File: src/rtl/hs_word_packer_pkg.sv
// Shared constants and elaboration helpers for the valid/ready handshake chain.
// Holds the default word width and a ceiling-log2 used to size lane counters.
package hs_word_packer_pkg;

    localparam int DEFAULT_WORD_WIDTH = 10;

    // Smallest r with 2**r >= value, floored at 1 so that a 1-bit counter still exists.
    function automatic int hs_clog2(input int value);
        int result;
        int remaining;
        result    = 0;
        remaining = value - 1;
        while (remaining > 0) begin
            result    = result + 1;
            remaining = remaining >> 1;
        end
        if (result == 0) begin
            result = 1;
        end else begin
            result = result;
        end
        return result;
    endfunction

endpackage

File: src/rtl/hs_word_packer.sv
// Packs PACK_COUNT consecutive input words into one wide word with a per-lane keep
// mask; an input_last beat flushes a partial word early. Output side is fully registered.
module hs_word_packer
    import hs_word_packer_pkg::*;
#(
    parameter int WORD_WIDTH = DEFAULT_WORD_WIDTH,
    parameter int PACK_COUNT = 4
) (
    input  logic                             clock,
    input  logic                             clear_n,
    input  logic                             input_valid,
    output logic                             input_ready,
    input  logic [WORD_WIDTH-1:0]            input_data,
    input  logic                             input_last,
    output logic                             output_valid,
    input  logic                             output_ready,
    output logic [WORD_WIDTH*PACK_COUNT-1:0] output_data,
    output logic [PACK_COUNT-1:0]            output_keep,
    output logic                             output_last
);

    localparam int COUNT_WIDTH = hs_clog2(PACK_COUNT);
    localparam logic [COUNT_WIDTH-1:0] LAST_LANE = COUNT_WIDTH'(PACK_COUNT - 1);

    logic [COUNT_WIDTH-1:0]                 cnt_q,       cnt_d;
    logic [PACK_COUNT-1:0][WORD_WIDTH-1:0]  acc_data_q,  acc_data_d;
    logic [PACK_COUNT-1:0]                  acc_keep_q,  acc_keep_d;
    logic                                   out_valid_q, out_valid_d;
    logic [PACK_COUNT-1:0][WORD_WIDTH-1:0]  out_data_q,  out_data_d;
    logic [PACK_COUNT-1:0]                  out_keep_q,  out_keep_d;
    logic                                   out_last_q,  out_last_d;

    logic                                   input_ready_s;
    logic                                   accept_s;
    logic                                   completing_s;
    logic [PACK_COUNT-1:0][WORD_WIDTH-1:0]  merged_data_s;
    logic [PACK_COUNT-1:0]                  merged_keep_s;
    logic [PACK_COUNT-1:0][WORD_WIDTH-1:0]  packed_data_s;

    // Upstream may push whenever the output slot is empty or is being drained this cycle.
    always_comb begin
        input_ready_s = clear_n && (!out_valid_q || output_ready);
        accept_s      = input_valid && input_ready_s;
        completing_s  = accept_s && ((cnt_q == LAST_LANE) || input_last);
    end

    // Accumulator view with the incoming word dropped into lane cnt; stale lanes masked to zero.
    always_comb begin
        merged_data_s = acc_data_q;
        merged_keep_s = acc_keep_q;
        packed_data_s = '0;
        for (int i = 0; i < PACK_COUNT; i++) begin
            merged_data_s[i] = (cnt_q == COUNT_WIDTH'(i)) ? input_data : acc_data_q[i];
            merged_keep_s[i] = (cnt_q == COUNT_WIDTH'(i)) ? 1'b1 : acc_keep_q[i];
        end
        for (int i = 0; i < PACK_COUNT; i++) begin
            packed_data_s[i] = merged_keep_s[i] ? merged_data_s[i] : {WORD_WIDTH{1'b0}};
        end
    end

    // Next-state: a completing beat reloads the output slot, which also covers a same-cycle drain.
    always_comb begin
        cnt_d       = cnt_q;
        acc_data_d  = acc_data_q;
        acc_keep_d  = acc_keep_q;
        out_valid_d = out_valid_q;
        out_data_d  = out_data_q;
        out_keep_d  = out_keep_q;
        out_last_d  = out_last_q;
        if (completing_s) begin
            out_data_d  = packed_data_s;
            out_keep_d  = merged_keep_s;
            out_last_d  = input_last;
            out_valid_d = 1'b1;
            cnt_d       = '0;
            acc_keep_d  = '0;
        end else if (accept_s) begin
            acc_data_d  = merged_data_s;
            acc_keep_d  = merged_keep_s;
            cnt_d       = cnt_q + COUNT_WIDTH'(1);
            if (out_valid_q && output_ready) begin
                out_valid_d = 1'b0;
            end else begin
                out_valid_d = out_valid_q;
            end
        end else if (out_valid_q && output_ready) begin
            out_valid_d = 1'b0;
        end else begin
            out_valid_d = out_valid_q;
        end
    end

    // State registers; reset drops any partial accumulation and any held output word.
    always_ff @(posedge clock or negedge clear_n) begin
        if (!clear_n) begin
            cnt_q       <= '0;
            acc_data_q  <= '0;
            acc_keep_q  <= '0;
            out_valid_q <= 1'b0;
            out_data_q  <= '0;
            out_keep_q  <= '0;
            out_last_q  <= 1'b0;
        end else begin
            cnt_q       <= cnt_d;
            acc_data_q  <= acc_data_d;
            acc_keep_q  <= acc_keep_d;
            out_valid_q <= out_valid_d;
            out_data_q  <= out_data_d;
            out_keep_q  <= out_keep_d;
            out_last_q  <= out_last_d;
        end
    end

    assign input_ready  = input_ready_s;
    assign output_valid = out_valid_q;
    assign output_data  = out_data_q;
    assign output_keep  = out_keep_q;
    assign output_last  = out_last_q;

endmodule

File: config.mk
export PLATFORM = sky130hd
export DESIGN_NAME = hs_word_packer
export DESIGN_NICKNAME = d
export VERILOG_FILES = /design/src/rtl/hs_word_packer_pkg.sv /design/src/rtl/hs_word_packer.sv
export SDC_FILE = /design/constraint.sdc
export NUM_CORES = 1
export LEC_CHECK = 0
export BUFFER_PORTS_ARGS = -buffer_cell sky130_fd_sc_hd__buf_2
export CORE_MARGIN = 5
export CORE_UTILIZATION = 25
export DETAILED_ROUTE_END_ITERATION = 10
export PLACE_DENSITY = 0.46
export REMOVE_ABC_BUFFERS = 1
export SLEW_MARGIN = 20
export SYNTH_ARGS = -nofsm -noshare
export SYNTH_HDL_FRONTEND = slang
export SYNTH_SLANG_ARGS = --single-unit
File: constraint.sdc
create_clock -name clock -period 4.5 [get_ports clock]
set_clock_uncertainty 0.05 [all_clocks]
set_input_delay 1.125 -clock clock [delete_from_list [all_inputs] [get_ports clock]]
set_output_delay 1.125 -clock clock [all_outputs]
set_load 0.01 [all_outputs]
-- After elaboration in Yosys (flattened, before gate mapping)
Cells that the tools add are included.
- $add $sub $neg: 1
- multipliers: 0
- div/mod/pow operators: 0
- $lt $le $gt $ge: 0
- eq/ne operators: 3
- shifts and indexed selects: 0
- mux-type cells: 18
- bitwise operators: 1
- reduce and logical (&&, ||, !) cells: 11
- operators with widths (operator ; count):
    10-bit 2-to-1 mux ; 8
    4-bit 2-to-1 mux ; 2
    1-bit 2-to-1 mux ; 6
    2-bit equality test (second input constant) ; 2
    1-bit logical AND ; 4
    2-bit 2-to-1 mux ; 2
    2-bit nonzero test ; 2
    2-bit by 1-bit adder with 2-bit output (second input constant) ; 1
    2-bit by 1-bit equality test with 1-bit output (second input constant) ; 1
    2-bit zero test ; 1
    1-bit logical OR ; 2
    2-bit AND reduction ; 1
    1-bit zero test ; 1
    1-bit NOT ; 1
- register bits after elaboration: 92
- bits in latches: 0
- memory bits (writable): 0
- bits in read-only memories: 0
- input bits: 15
- output and inout bits: 47
- logic and storage cells: 47
- memories kept: 0

-- Longest topological paths before layout
Gate-level depths: netlist (run 1).
- word-level depth: 7
- gate-level depth with buffers: 6

-- Worst setup path after synthesis (run 1)
OpenSTA, ideal clock, no wires.
- kind: input to output
- start point: input port output_ready
- end point: output port input_ready
- data arrival time: 1.580 ns
- required time: 3.325 ns
- path slack: 1.745 ns
- stages: 3
- path through: nand2b_1 buf_2 and2_1
- cells in the longest elaborated chain, start to end: 2
- ends and longest elaborated chain (item ; line ; RTL):
    start, declared ; hs_word_packer.sv:16 ; input logic output_ready,
    1-bit logical OR ; hs_word_packer.sv:42 ; input_ready_s = clear_n && (!out_valid_q || output_ready);
    1-bit logical AND ; hs_word_packer.sv:42 ;
    end, declared ; hs_word_packer.sv:12 ; output logic input_ready,
Every way passes these cells.

-- Worst setup path after layout (run 1)
Same ends and word-level chain as after synthesis.

==> results of run 1 <==
-- final timing paths --
check,to,slack [ps],depth (start not counted)
setup / recovery,input_ready,1440,4
hold / removal,acc_data_q[31],330,0
setup reg to reg,output_data[19],1550,5
hold reg to reg,acc_data_q[31],330,0
max in group asynchronous,acc_data_q[20],2500,3
min in group asynchronous,output_last,880,2
-- synth_stat cells --
library cell	number	area, µm²
o21ba_2	1	10.0
nor2b_2	1	8.76
dfrtp_1	92	2300
nand2_1	27	101
buf_4	1	7.51
nand3_1	2	10.0
inv_1	7	26.3
nor2_4	1	11.3
buf_6	6	67.6
a31oi_1	2	12.5
o21ai_0	18	90.1
nor3_4	1	16.3
mux2_1	20	225
mux2_2	50	563
buf_2	3	15.0
a32o_1	1	10.0
nand2b_1	1	6.26
and4_4	3	33.8
nor2b_1	4	25.0
and2_1	2	12.5
clkbuf_1	19	71.3
mux2i_1	4	40.0
a22o_1	27	236
ha_1	4	50.1
nor2_1	6	22.5
-- state kept, by name, indices dropped and copies added, names as in the netlist --
name and flops:
acc_keep_q 4, acc_data_q 40, output_last 1, cnt_q 2
output_keep 4, output_valid 1, output_data 40
-- power by group through the flow --
stage / registers [mW] / logic, mW / clock network, mW
final: 1.22 / 0.660 / 0.800
after detailed placement: 1.24 / 0.677 / 0
after global placement: 1.23 / 0.661 / 0
after floorplan: 1.27 / 0.366 / 0
after global routing: 1.26 / 0.735 / 0.864
after CTS: 1.23 / 0.679 / 0.839
-- worst register-to-register path: stages (launching register included) --
cell and delay (ps):
dfrtp_1 410, ha_1 820, nor2_4 140, nor3_4 620, buf_4 410, mux2_2 380
-- stage by stage --
| stage | instance area (µm²) | power [mW] |
|---|---|---|
| after floorplan | 3810 | 1.64 |
| after global placement | 4420 | 1.89 |
| after detailed placement | 4420 | 1.92 |
| after CTS | 4740 | 2.75 |
| after global routing | 4740 | 2.86 |
| final | 4740 | 2.68 |
-- final cells by class --
type | count | area (µm²) | area share (%)
Clock buffer | 10 | 229 | 4.83
Tap cell | 216 | 270 | 5.70
Timing Repair Buffer | 65 | 338 | 7.13
Clock inverter | 6 | 88.8 | 1.87
Sequential cell | 92 | 2300 | 48.6
Inverter | 7 | 26.3 | 0.554
Multi-Input combinational cell | 175 | 1490 | 31.3
-- cells by family after synthesis --
| logic type | Yosys count | synth area share [%] |
|---|---|---|
| AOI/OAI and AO/OA | 49 | 9.03 |
| buffers and inverters | 36 | 4.72 |
| adders and majority gates | 4 | 1.26 |
| DFF | 92 | 57.9 |
| muxes | 74 | 20.8 |
| and+or+nand+nor | 48 | 6.23 |
-- placed cells by master, fill, tap and decap left out, drive strengths merged, types with 3 or more instances in the layout --
master / instances
buf: 65
a22o: 27
ha: 4
mux2: 70
dfrtp: 92
nor2b: 5
nand2: 27
mux2i: 4
o21ai: 18
inv: 7
nor2: 7
clkbuf: 10
and4: 3
-- routing by layer --
metal	vias to the layer above	global-route usage (%)
met3	10	3.37
li1	1151	-
met2	48	15.5
met4	0	3.53
met5	-	0
met1	1201	13.9
==> impl_metrics.json, run 1 <==
{
  "status": "completed",
  "worstReg2RegStart": "cnt_q[0]",
  "syn-instance-count": 303,
  "cts_tree": "built",
  "met1_length_um": 4440,
  "synth-seq-cells": 92,
  "clkPwrFrac_pct": 29.8,
  "initial_utilization_pct": 25.3,
  "worst_slack_ps": 1440,
  "internal-power_mw": 1.91,
  "final_hold_viol_count": 0,
  "cts_hold_buf": 0,
  "yosysWarnings": 0,
  "ctsHtreeMaxLevel": 3,
  "fin_tns_setup_ps": 0,
  "rows": 46,
  "die_w_um": 136,
  "cp-start-kind": "input pin",
  "critical_path_arrival_ps": 1880,
  "grt_pass1_wl_um": 14600,
  "dp_worst_setup_slack_ps": 1380,
  "nNetsFinal": 369,
  "dr_total_vias": 2410,
  "slowest_delay_ps": 270,
  "finalCoreUtilization_pct": 30.2,
  "drt_iter0_markers": 87,
  "post-cts-setup-buffer-count": 0,
  "avgViaCountPerCell": 4.22,
  "io_pins": 62,
  "clock.fmax_mhz": 327,
  "required_ps": 3320,
  "die-area_um2": 18500,
  "p_sw_share_pct": 28.6,
  "wl_met3_um": 448,
  "worst_path_most_repeated_cell": "buf_2",
  "cp_cell_sequence": "buf_2, nand2b_1, and2_1, buf_2",
  "route.met2.wl_um": 4020,
  "drive_gt1_share_pct": 38.6,
  "cp_top_family": "simple AND/OR/NAND/NOR gates",
  "period_needed_ps": 3060,
  "cp-startpoint": "output_ready",
  "holdWs_ps": 326,
  "fillers": 1628,
  "ys_types": 25,
  "slew_violations": 0,
  "setup_viol": 0,
  "rsz0062_at_grt": "false",
  "finalWeightedCongestion": 0.736,
  "die_y_um": 136,
  "first_global_vias": 2599,
  "cp_num_buf_inv": 2,
  "ctsLongestPathBuffers": 2,
  "power.density_nw_per_um2": 566,
  "clk_pin_slew_worst_paths_ps": 60,
  "routed.top_layer": "met4",
  "p_leak_nw": 2.26,
  "sequentialPowerShare_pct": 45.6,
  "cap_violations": 0,
  "area_growth_pct": 19.2,
  "cts_resized": 0,
  "core_area_um2": 15700,
  "clk_latency_ps": 340,
  "firstDrtPassIters": 4,
  "vdd_drop_max_v": 0.000168,
  "endpoint_kind": "output pin",
  "antenna_cells": 0,
  "tightest_slew_ps": 974,
  "worstSetupPathType": "input pin to output pin",
  "hp-start": "acc_data_q[31]",
  "antenna_found_initial": 0,
  "layout.cells.non_filler": 571,
  "numPortBuffers": 61,
  "clkSinkCount": 92,
  "grt_max_degree": 55,
  "final_antenna_net_count": 0,
  "dp_hpwl_um": 6270,
  "synth_area_per_cell_um2": 13.1,
  "combPwrFrac_pct": 24.6,
  "syn_area_um2": 3980,
  "relSlewSlack_pct": 35.0,
  "wl_per_cell_um": 15.8,
  "drc_errors": 0,
  "wl_um": 9040,
  "crit_slowest_cell": "nand2b_1",
  "seq_area_frac_synth_pct": 57.9,
  "hp-class": "flip-flop to flip-flop",
  "numCtsBuffers": 9,
  "grt_usage_pct": 10.3,
  "overflow": 0,
  "post-route-period-util_pct": 68.0,
  "cts_root_buffer": "clkbuf_16",
  "critical_path_peak_fanout": 9,
  "p_sw_uw": 768,
  "dp.cells": 555
}
No activity file was read; power rests on OpenSTA's default activity.
==> run 2: changes to the inputs <==
==> constraint.sdc (replaced) <==
create_clock -name clock -period 2.9 [get_ports clock]
set_clock_uncertainty 0.05 [all_clocks]
set_input_delay 0.725 -clock clock [delete_from_list [all_inputs] [get_ports clock]]
set_output_delay 0.725 -clock clock [all_outputs]
set_load 0.01 [all_outputs]
==> impl_metrics.json, run 2 (synthesis results as in run 1) <==
{
  "cts_tree": "built",
  "clk_latency_ps": 340,
  "grt_usage_pct": 10.4,
  "hp-class": "input pin to async pin",
  "nNetsFinal": 370,
  "setup_viol": 0,
  "numCtsBuffers": 9,
  "final_hold_viol_count": 0,
  "drc_errors": 0,
  "core_area_um2": 15700,
  "wl_per_cell_um": 15.6,
  "p_leak_nw": 2.25,
  "overflow": 0,
  "worstSetupPathType": "input pin to output pin",
  "slew_violations": 0,
  "reg2reg_slack_ps": 720,
  "final_antenna_net_count": 0,
  "io_pins": 62,
  "die_w_um": 136,
  "cts_resized": 0,
  "status": "completed",
  "relSlewSlack_pct": 47.1,
  "p_sw_share_pct": 29.2,
  "drt_iter0_markers": 141,
  "firstDrtPassIters": 4,
  "period_needed_ps": 2240,
  "critical_path_peak_fanout": 9,
  "finalCoreUtilization_pct": 30.1,
  "avgViaCountPerCell": 4.20,
  "vdd_drop_max_v": 0.000336,
  "die_y_um": 136,
  "dp_hpwl_um": 6170,
  "clkPwrFrac_pct": 28.4,
  "die-area_um2": 18500,
  "final_common_cell": "dfrtp_1",
  "cts_root_buffer": "clkbuf_16",
  "seq_area_um2": 2300,
  "grt_pass1_wl_um": 14800,
  "antenna_found_initial": 0,
  "area_growth_pct": 18.8,
  "finalWeightedCongestion": 0.707,
  "wl_um": 8910,
  "endpoint_kind": "output pin",
  "initial_utilization_pct": 25.3,
  "worstReg2RegStart": "cnt_q[0]",
  "ctsHtreeMaxLevel": 3,
  "clock.fmax_mhz": 446,
  "tightest_slew_ps": 791,
  "multi_input_area_um2": 1490,
  "internal-power_mw": 2.88,
  "final_cell_mix": "dfrtp_1 (92), buf_2 (60), mux2_2 (50), nand2_1 (27), a22o_1 (27)",
  "cp-startpoint": "output_ready",
  "power.density_nw_per_um2": 862,
  "cts_hold_buf": 0,
  "combPwrFrac_pct": 25.1,
  "required_ps": 2120,
  "grt_max_degree": 45,
  "post-route-period-util_pct": 77.3,
  "ctsLongestPathBuffers": 2,
  "rsz0062_at_grt": "false",
  "first_global_vias": 2581,
  "reg2reg_depth": 5,
  "cap_violations": 0,
  "reg2reg_to": "output_data[1]",
  "p_sw_mw": 1.19,
  "numPortBuffers": 61,
  "antenna_cells": 0,
  "drive_gt1_share_pct": 38.8,
  "fin_tns_setup_ps": 0,
  "post-cts-setup-buffer-count": 0,
  "fillers": 1609,
  "rows": 46,
  "dr_total_vias": 2403,
  "clk_pin_slew_worst_paths_ps": 60,
  "holdWs_ps": 148,
  "clkSinkCount": 92,
  "cp-start-kind": "input pin",
  "sequentialPowerShare_pct": 46.5,
  "critical_path_arrival_ps": 1470
}
-- run 2: cell types whose count changed in the layout (fill, tap and decap cells not counted), sizes merged --
cell    before  now
buf         65   66
bufinv       2    1
inv          7    8
-- run 2: per-stage QoR --
| stage | cells | setup WS [ps] | cell area (µm²) | power (mW) |
|---|---|---|---|---|
| 3_5_place_dp | 556 | 656 | 4430 | 2.98 |
| 5_1_grt | 572 | 512 | 4720 | 4.36 |
| 2_1_floorplan | 274 | 110 | 3810 | 2.54 |
| 3_3_place_gp | 556 | 655 | 4430 | 2.94 |
| 4_1_cts | 572 | 654 | 4720 | 4.16 |
| 6_report | 572 | 658 | 4720 | 4.07 |
-- run 2: worst max path at each step --
stage                                  to  slack (ps)  cells past startpoint
final                         input_ready         660                      4
after global routing       output_data[5]         510                      5
after CTS                     input_ready         650                      4
after detailed placement      input_ready         660                      4
after global placement        input_ready         660                      4
after floorplan           output_data[19]         110                      4
-- run 2: layer usage --
metal	track usage [%]	part of all wire, %	up-vias
met5	0	0	-
met4	4.37	1.9	0
met3	3.15	5.5	11
met2	15.5	45	46
met1	14.0	48	1191
li1	-	-	1155
-- run 2: final cells by class --
class / count / area share [%]
repair buffers: 66 / 7.31
flip-flops and latches: 92 / 48.8
clock inverters: 6 / 1.35
clock buffers: 10 / 4.85
multi-input cells: 175 / 31.5
well taps: 216 / 5.72
inverters: 7 / 0.556
-- run 2: critical path, cell delays in order --
cell	delay [ps]
buf_2	110
nand2b_1	260
and2_1	240
buf_2	140
-- run 2: power groups by stage --
stage	clock network [mW]	registers (mW)	logic, mW
2_1_floorplan	0	1.97	0.567
3_3_place_gp	0	1.91	1.03
3_5_place_dp	0	1.93	1.05
4_1_cts	1.20	1.90	1.06
5_1_grt	1.26	1.96	1.14
6_report	1.16	1.89	1.02
